### src/rtl/hqb_col_norm_pkg.sv
// Shared constants for the column-norm block: default widths, entry count
// and FSM state encoding.
package hqb_col_norm_pkg;

  localparam int DW_DEF    = 16;
  localparam int FRAC_DEF  = 8;
  localparam int N_ENTRIES = 8;
  localparam int IDX_W     = $clog2(N_ENTRIES);

  localparam logic [1:0] ST_IDLE = 2'd0;
  localparam logic [1:0] ST_ACC  = 2'd1;
  localparam logic [1:0] ST_DONE = 2'd2;

endpackage

### src/rtl/hqb_col_norm_cmag2.sv
// Squared magnitude of one complex entry: re^2 + im^2, purely combinational.
// The sum of two full-width squares can reach 2^(2*DW-1), so one carry bit is kept.
module hqb_col_norm_cmag2 #(
  parameter int DW = 16
) (
  input  logic signed [DW-1:0] i_re,
  input  logic signed [DW-1:0] i_im,
  output logic        [2*DW:0] o_mag2
);

  logic signed [2*DW-1:0] w_re_x;
  logic signed [2*DW-1:0] w_im_x;
  logic signed [2*DW-1:0] w_re_sq;
  logic signed [2*DW-1:0] w_im_sq;

  assign w_re_x  = {{DW{i_re[DW-1]}}, i_re};
  assign w_im_x  = {{DW{i_im[DW-1]}}, i_im};
  assign w_re_sq = w_re_x * w_re_x;
  assign w_im_sq = w_im_x * w_im_x;

  // Squares are never negative, so zero-extension before the add is exact.
  assign o_mag2 = {1'b0, w_re_sq} + {1'b0, w_im_sq};

endmodule

### src/rtl/hqb_col_norm.sv
// Squared Frobenius norm of a captured 4x2 complex column pair, one entry per
// cycle, with edge-triggered start, sticky overrun flag and a one-cycle result strobe.
module hqb_col_norm
  import hqb_col_norm_pkg::*;
#(
  parameter int DW   = DW_DEF,
  parameter int FRAC = FRAC_DEF
) (
  input  logic              clk,
  input  logic              rst,
  input  logic              in_valid,
  input  logic [4*DW-1:0]   col0_r,
  input  logic [4*DW-1:0]   col0_i,
  input  logic [4*DW-1:0]   col1_r,
  input  logic [4*DW-1:0]   col1_i,
  output logic              in_ready,
  output logic              busy,
  output logic [2*DW+3:0]   norm_out,
  output logic              norm_valid,
  output logic              overrun
);

  localparam int ACC_W = 2*DW + 4;

  if (FRAC >= DW) begin : g_bad_frac
    $error("hqb_col_norm: FRAC must be smaller than DW");
  end

  logic [1:0]       r_state;
  logic [IDX_W-1:0] r_idx;
  logic [ACC_W-1:0] r_acc;
  logic [ACC_W-1:0] r_norm;
  logic             r_norm_valid;
  logic             r_overrun;
  logic             r_in_valid_d;
  logic [4*DW-1:0]  r_col0_r;
  logic [4*DW-1:0]  r_col0_i;
  logic [4*DW-1:0]  r_col1_r;
  logic [4*DW-1:0]  r_col1_i;

  logic             w_start;
  logic             w_accept;
  logic [1:0]       w_lane;
  logic signed [DW-1:0] w_re;
  logic signed [DW-1:0] w_im;
  logic [2*DW:0]    w_mag2;

  assign w_start  = in_valid & ~r_in_valid_d;
  assign w_accept = w_start && (r_state == ST_IDLE);
  assign w_lane   = r_idx[1:0];

  // NOTE: every signal written here gets a default first so no path leaves it
  // unassigned; otherwise synthesis infers a latch.
  always_comb begin
    w_re = '0;
    w_im = '0;
    if (r_idx[2]) begin
      w_re = r_col1_r[int'(w_lane)*DW +: DW];
      w_im = r_col1_i[int'(w_lane)*DW +: DW];
    end else begin
      w_re = r_col0_r[int'(w_lane)*DW +: DW];
      w_im = r_col0_i[int'(w_lane)*DW +: DW];
    end
  end

  hqb_col_norm_cmag2 #(.DW(DW)) u_cmag2 (
    .i_re   (w_re),
    .i_im   (w_im),
    .o_mag2 (w_mag2)
  );

  // NOTE: state registers use non-blocking assignments so every flop samples
  // the pre-edge values regardless of statement order.
  always_ff @(posedge clk) begin
    if (rst) begin
      r_state      <= ST_IDLE;
      r_idx        <= '0;
      r_acc        <= '0;
      r_norm       <= '0;
      r_norm_valid <= 1'b0;
      r_overrun    <= 1'b0;
      r_in_valid_d <= 1'b0;
    end else begin
      r_in_valid_d <= in_valid;
      r_norm_valid <= 1'b0;
      if (w_start && (r_state != ST_IDLE))
        r_overrun <= 1'b1;

      case (r_state)
        ST_IDLE: begin
          if (w_start) begin
            r_state <= ST_ACC;
            r_idx   <= '0;
            r_acc   <= '0;
          end
        end
        ST_ACC: begin
          r_acc <= r_acc + {{(ACC_W-2*DW-1){1'b0}}, w_mag2};
          r_idx <= r_idx + 1'b1;
          if (r_idx == IDX_W'(N_ENTRIES-1))
            r_state <= ST_DONE;
        end
        ST_DONE: begin
          r_norm       <= r_acc;
          r_norm_valid <= 1'b1;
          r_state      <= ST_IDLE;
        end
        default: r_state <= ST_IDLE;
      endcase
    end
  end

  // NOTE: the captured column data is never read before a capture loads it,
  // so these wide registers carry no reset.
  always_ff @(posedge clk) begin
    if (w_accept && !rst) begin
      r_col0_r <= col0_r;
      r_col0_i <= col0_i;
      r_col1_r <= col1_r;
      r_col1_i <= col1_i;
    end
  end

  assign in_ready   = (r_state == ST_IDLE);
  assign busy       = (r_state == ST_ACC) || (r_state == ST_DONE);
  assign norm_out   = r_norm;
  assign norm_valid = r_norm_valid;
  assign overrun    = r_overrun;

endmodule
### config.mk
export PLATFORM = sky130hd
export DESIGN_NAME = hqb_col_norm
export DESIGN_NICKNAME = d
export VERILOG_FILES = /design/src/rtl/hqb_col_norm_pkg.sv /design/src/rtl/hqb_col_norm_cmag2.sv /design/src/rtl/hqb_col_norm.sv
export SDC_FILE = /design/constraint.sdc
export NUM_CORES = 2
export LEC_CHECK = 0
export ABC_AREA = 0
export CAP_MARGIN = 40
export CELL_PAD_IN_SITES_DETAIL_PLACEMENT = 1
export CELL_PAD_IN_SITES_GLOBAL_PLACEMENT = 1
export CORE_MARGIN = 1
export CORE_UTILIZATION = 48
export CTS_CLUSTER_DIAMETER = 120
export DETAILED_ROUTE_END_ITERATION = 10
export HOLD_SLACK_MARGIN = 0.15
export PLACE_DENSITY = 0.9
export SLEW_MARGIN = 20
export SYNTH_ARGS = -nofsm -noshare
export SYNTH_HDL_FRONTEND = slang
export SYNTH_SLANG_ARGS = --single-unit
export TNS_END_PERCENT = 20
### constraint.sdc
create_clock -name clk -period 17.75 [get_ports clk]
set_input_delay 4.4375 -clock clk [delete_from_list [all_inputs] [get_ports clk]]
set_output_delay 4.4375 -clock clk [all_outputs]
set_load 0.1 [all_outputs]
==> summary.md <==
| Metric | Value |
|---|---|
| Status | `finished clean` |
| CP Data Arrival Time | `12870 ps` |
| Clk_lat worst skew | `630 ps` |
| Critical Path Slowest Stage Cell | `fa_1` |
| Clk sinks | `336` |
| Setup TNS | `0 ps` |
| Syn Inst Count | `2937` |
| Post-DP HPWL | `87.7 mm` |
| Skew final | `32.4 ps` |
| GRT Util Overall | `36.3%` |
| Root Buffer | `clkbuf_16` |
| Post-Route WL | `127 mm` |
| Vias in the first global route | `29000` |
| Crit Path Category | `flop to flop` |
| FMAX | `80.8 MHz` |
| Initial antenna violation count | `12` |
| Routed via count | `25300` |
| Final setup viols | `0` |
| IO buf count | `298` |
| CTS Buf Count | `41` |
| CTS resizes | `0` |
| Register area | `9300 um2` |
| Die ar. | `68900 um2` |
| Setup Buffers After CTS | `0` |
| DRT iter0 DRCs | `2295` |
| Crit path max-delay family | `adder cells` |
| Mean Syn Cell Area | `11.1 um2` |
| Layout Cells excl Fill | `4204` |
| Die Y | `263 um` |
| Cells after DPL | `4113` |
| Hold Fails Final Rpt | `0` |
| Synth cell types | `83` |
| Synth Flop Type | `edfxtp_1` |
| Tmin final | `12370 ps` |
| Fin nets | `4265` |
| Asr flop ratio synth | `0%` |
| Gpl congestion | `0.933` |
| CP Capture Type | `flop` |
| Avg WL per Cell | `30.2 um` |
| Seq/Total Area, Yosys | `28.5%` |
| CP peak stage delay | `740 ps` |
| Initial Util | `48.5%` |
| Max_slew headroom | `37.5%` |
| Worst Path Required | `18250 ps` |
| CTS clk-pin slew, worst paths | `60 ps` |
| Gr ovfl total | `0` |
| Total of fill cells in the finished design | `6953` |
| DRC | `0` |
| CP Launch Type | `flop` |
| Most used cell, CP | `fa_1` |
| Max-cap violations | `0` |
| Die Wd | `263 um` |
| Syn Nets | `3916` |
| Least-Margin Pin Slew | `920 ps` |
| # IOs | `299` |
| Largest net degree at the start of global routing | `75` |
| Ys Warns | `0` |
| CTS Hold Bufs | `0` |
| Mapped Area | `32600 um2` |
| CTS tree | `yes` |
| Max FO, Critical Path | `30` |
| Clk buf depth | `3` |
| Post-synth EDFFs | `256` |
| Buffer and inverter count on the worst path | `7` |
| H-Tree Level Count | `2` |
| Vias/cell | `6.02` |
| Routed Antenna Nets | `0` |
| Hold WC Path Type | `flop to flop` |
| Placeable Area | `67200 um2` |
| Final Max Tran Viols | `0` |
| #FFs+latches synth | `336` |
| Area of the multi-input gates | `20300 um2` |
| Rows | `95` |
| Period utilisation layout | `69.7%` |
| First-pass DRT Iterations | `6` |
| Layout cells sized above 1 | `8.29%` |
| Layout area overhead | `19.2%` |
| First-pass GRT wire length | `183 mm` |
| RSZ-0062 raised after global routing | `false` |
-- per-stage QoR --
stage | hold WS, ps | util [%] | instance area [um2] | setup WS (ps)
after floorplan | 438 | - | 32600 | 1400
after detailed placement | 480 | 55.6 | 37300 | 6300
after global placement | 449 | 54.5 | 36600 | 6780
after global routing | 501 | 57.8 | 38800 | 5180
after CTS | 488 | 57.7 | 38700 | 6060
final | 492 | 57.8 | 38800 | 5380
-- layout by cell type (no fill, tap or decap), types with 13 or more instances in the layout --
master / Yosys / routed
nor2b_1: 13 / 13
o21ai_0: 38 / 38
fa_1: 503 / 503
dfxtp_1: 80 / 77
inv_1: 705 / 705
ha_1: 217 / 216
nand3_1: 17 / 17
clkbuf_16: 0 / 41
mux2i_2: 12 / 13
buf_8: 0 / 34
mux2_2: 13 / 13
inv_2: 17 / 17
a31oi_1: 13 / 13
a21oi_1: 76 / 76
nor3_1: 26 / 26
edfxtp_1: 256 / 256
clkdlybuf4s50_1: 0 / 297
mux4_2: 64 / 64
nand2_1: 214 / 214
o21ai_1: 17 / 17
a22oi_1: 18 / 18
diode_2: 0 / 13
xnor2_1: 69 / 69
a21o_1: 31 / 31
mux2i_1: 52 / 51
buf_4: 3 / 25
nor2_1: 236 / 235
xor2_1: 35 / 35
-- registers in the layout, indices dropped and copies added, names as in the netlist, 2 cells and up --
name and flops:
r_col1_r 64, r_col0_i 64, r_idx 3, norm_out 36
r_col0_r 64, r_state 2, r_col1_i 64, r_acc 36
-- tightest hold or removal path: stages (launching register included) --
cell and delay, ps:
dfxtp_1 330, nand2_1 60, o21ai_1 50
-- cell usage after synthesis (17+ instances only) --
master    count  area [um2]
ha_1        217        2720
inv_1       705        2650
mux4_2       64        1440
nor3_1       26         130
a22oi_1      18         135
mux2i_1      52         521
a21oi_1      76         380
xnor2_1      69         604
nand3_1      17        85.1
nor2_1      236         886
inv_2        17        63.8
buf_2        23         115
edfxtp_1    256        7690
nand2_1     214         803
o21ai_1      17        85.1
xor2_1       35         307
dfxtp_1      80        1600
clkbuf_1     31         116
fa_1        503       10100
o21ai_0      38         190
a21o_1       31         233
-- cells by family (layout without fill, tap and decap cells) --
family                   count (synthesis)  in the layout  share of synthesized area, %
buffers and inverters                  789           1170                          9.21
AO/OA/AOI/OAI                          275            275                          5.73
AND/OR/NAND/NOR                        571            571                          7.46
flip-flops                             336            336                          28.5
XOR/XNOR                               104            104                          2.80
multiplexers                           142            142                          7.05
other                                    0             13                             0
adder cells (fa/ha/maj)                720            720                          39.2
-- routing by layer --
metal	up-vias	global-route usage, %	routed length (um)
met5	-	0	44
met4	6	28.9	12200
met3	763	10.5	12200
met2	1719	60.6	61400
met1	12800	38.5	41200
li1	10000	-	-
-- cell type report --
cell class	instances	area share [%]
Timing Repair Buffer	370	10.3
Multi-Input combinational cell	1812	52.3
Clock buffer	52	2.80
Antenna cell	13	0.0838
Inverter	725	7.01
Sequential cell	336	23.9
Tap cell	873	2.81
Clock inverter	23	0.809
-- final timing paths --
check	start	endpoint	slack, ps	cells after the start
worst max register to register	r_idx[2]	r_acc[23]	5380	33
worst min register to register	r_acc[30]	r_acc[30]	490	2
worst min-delay path	r_acc[30]	r_acc[30]	490	2
worst max-delay path	r_idx[2]	r_acc[23]	5380	33
Power is left out: the tool's default activity adds up to more than one toggle a clock period on the data nets, which glitch-free logic cannot reach.
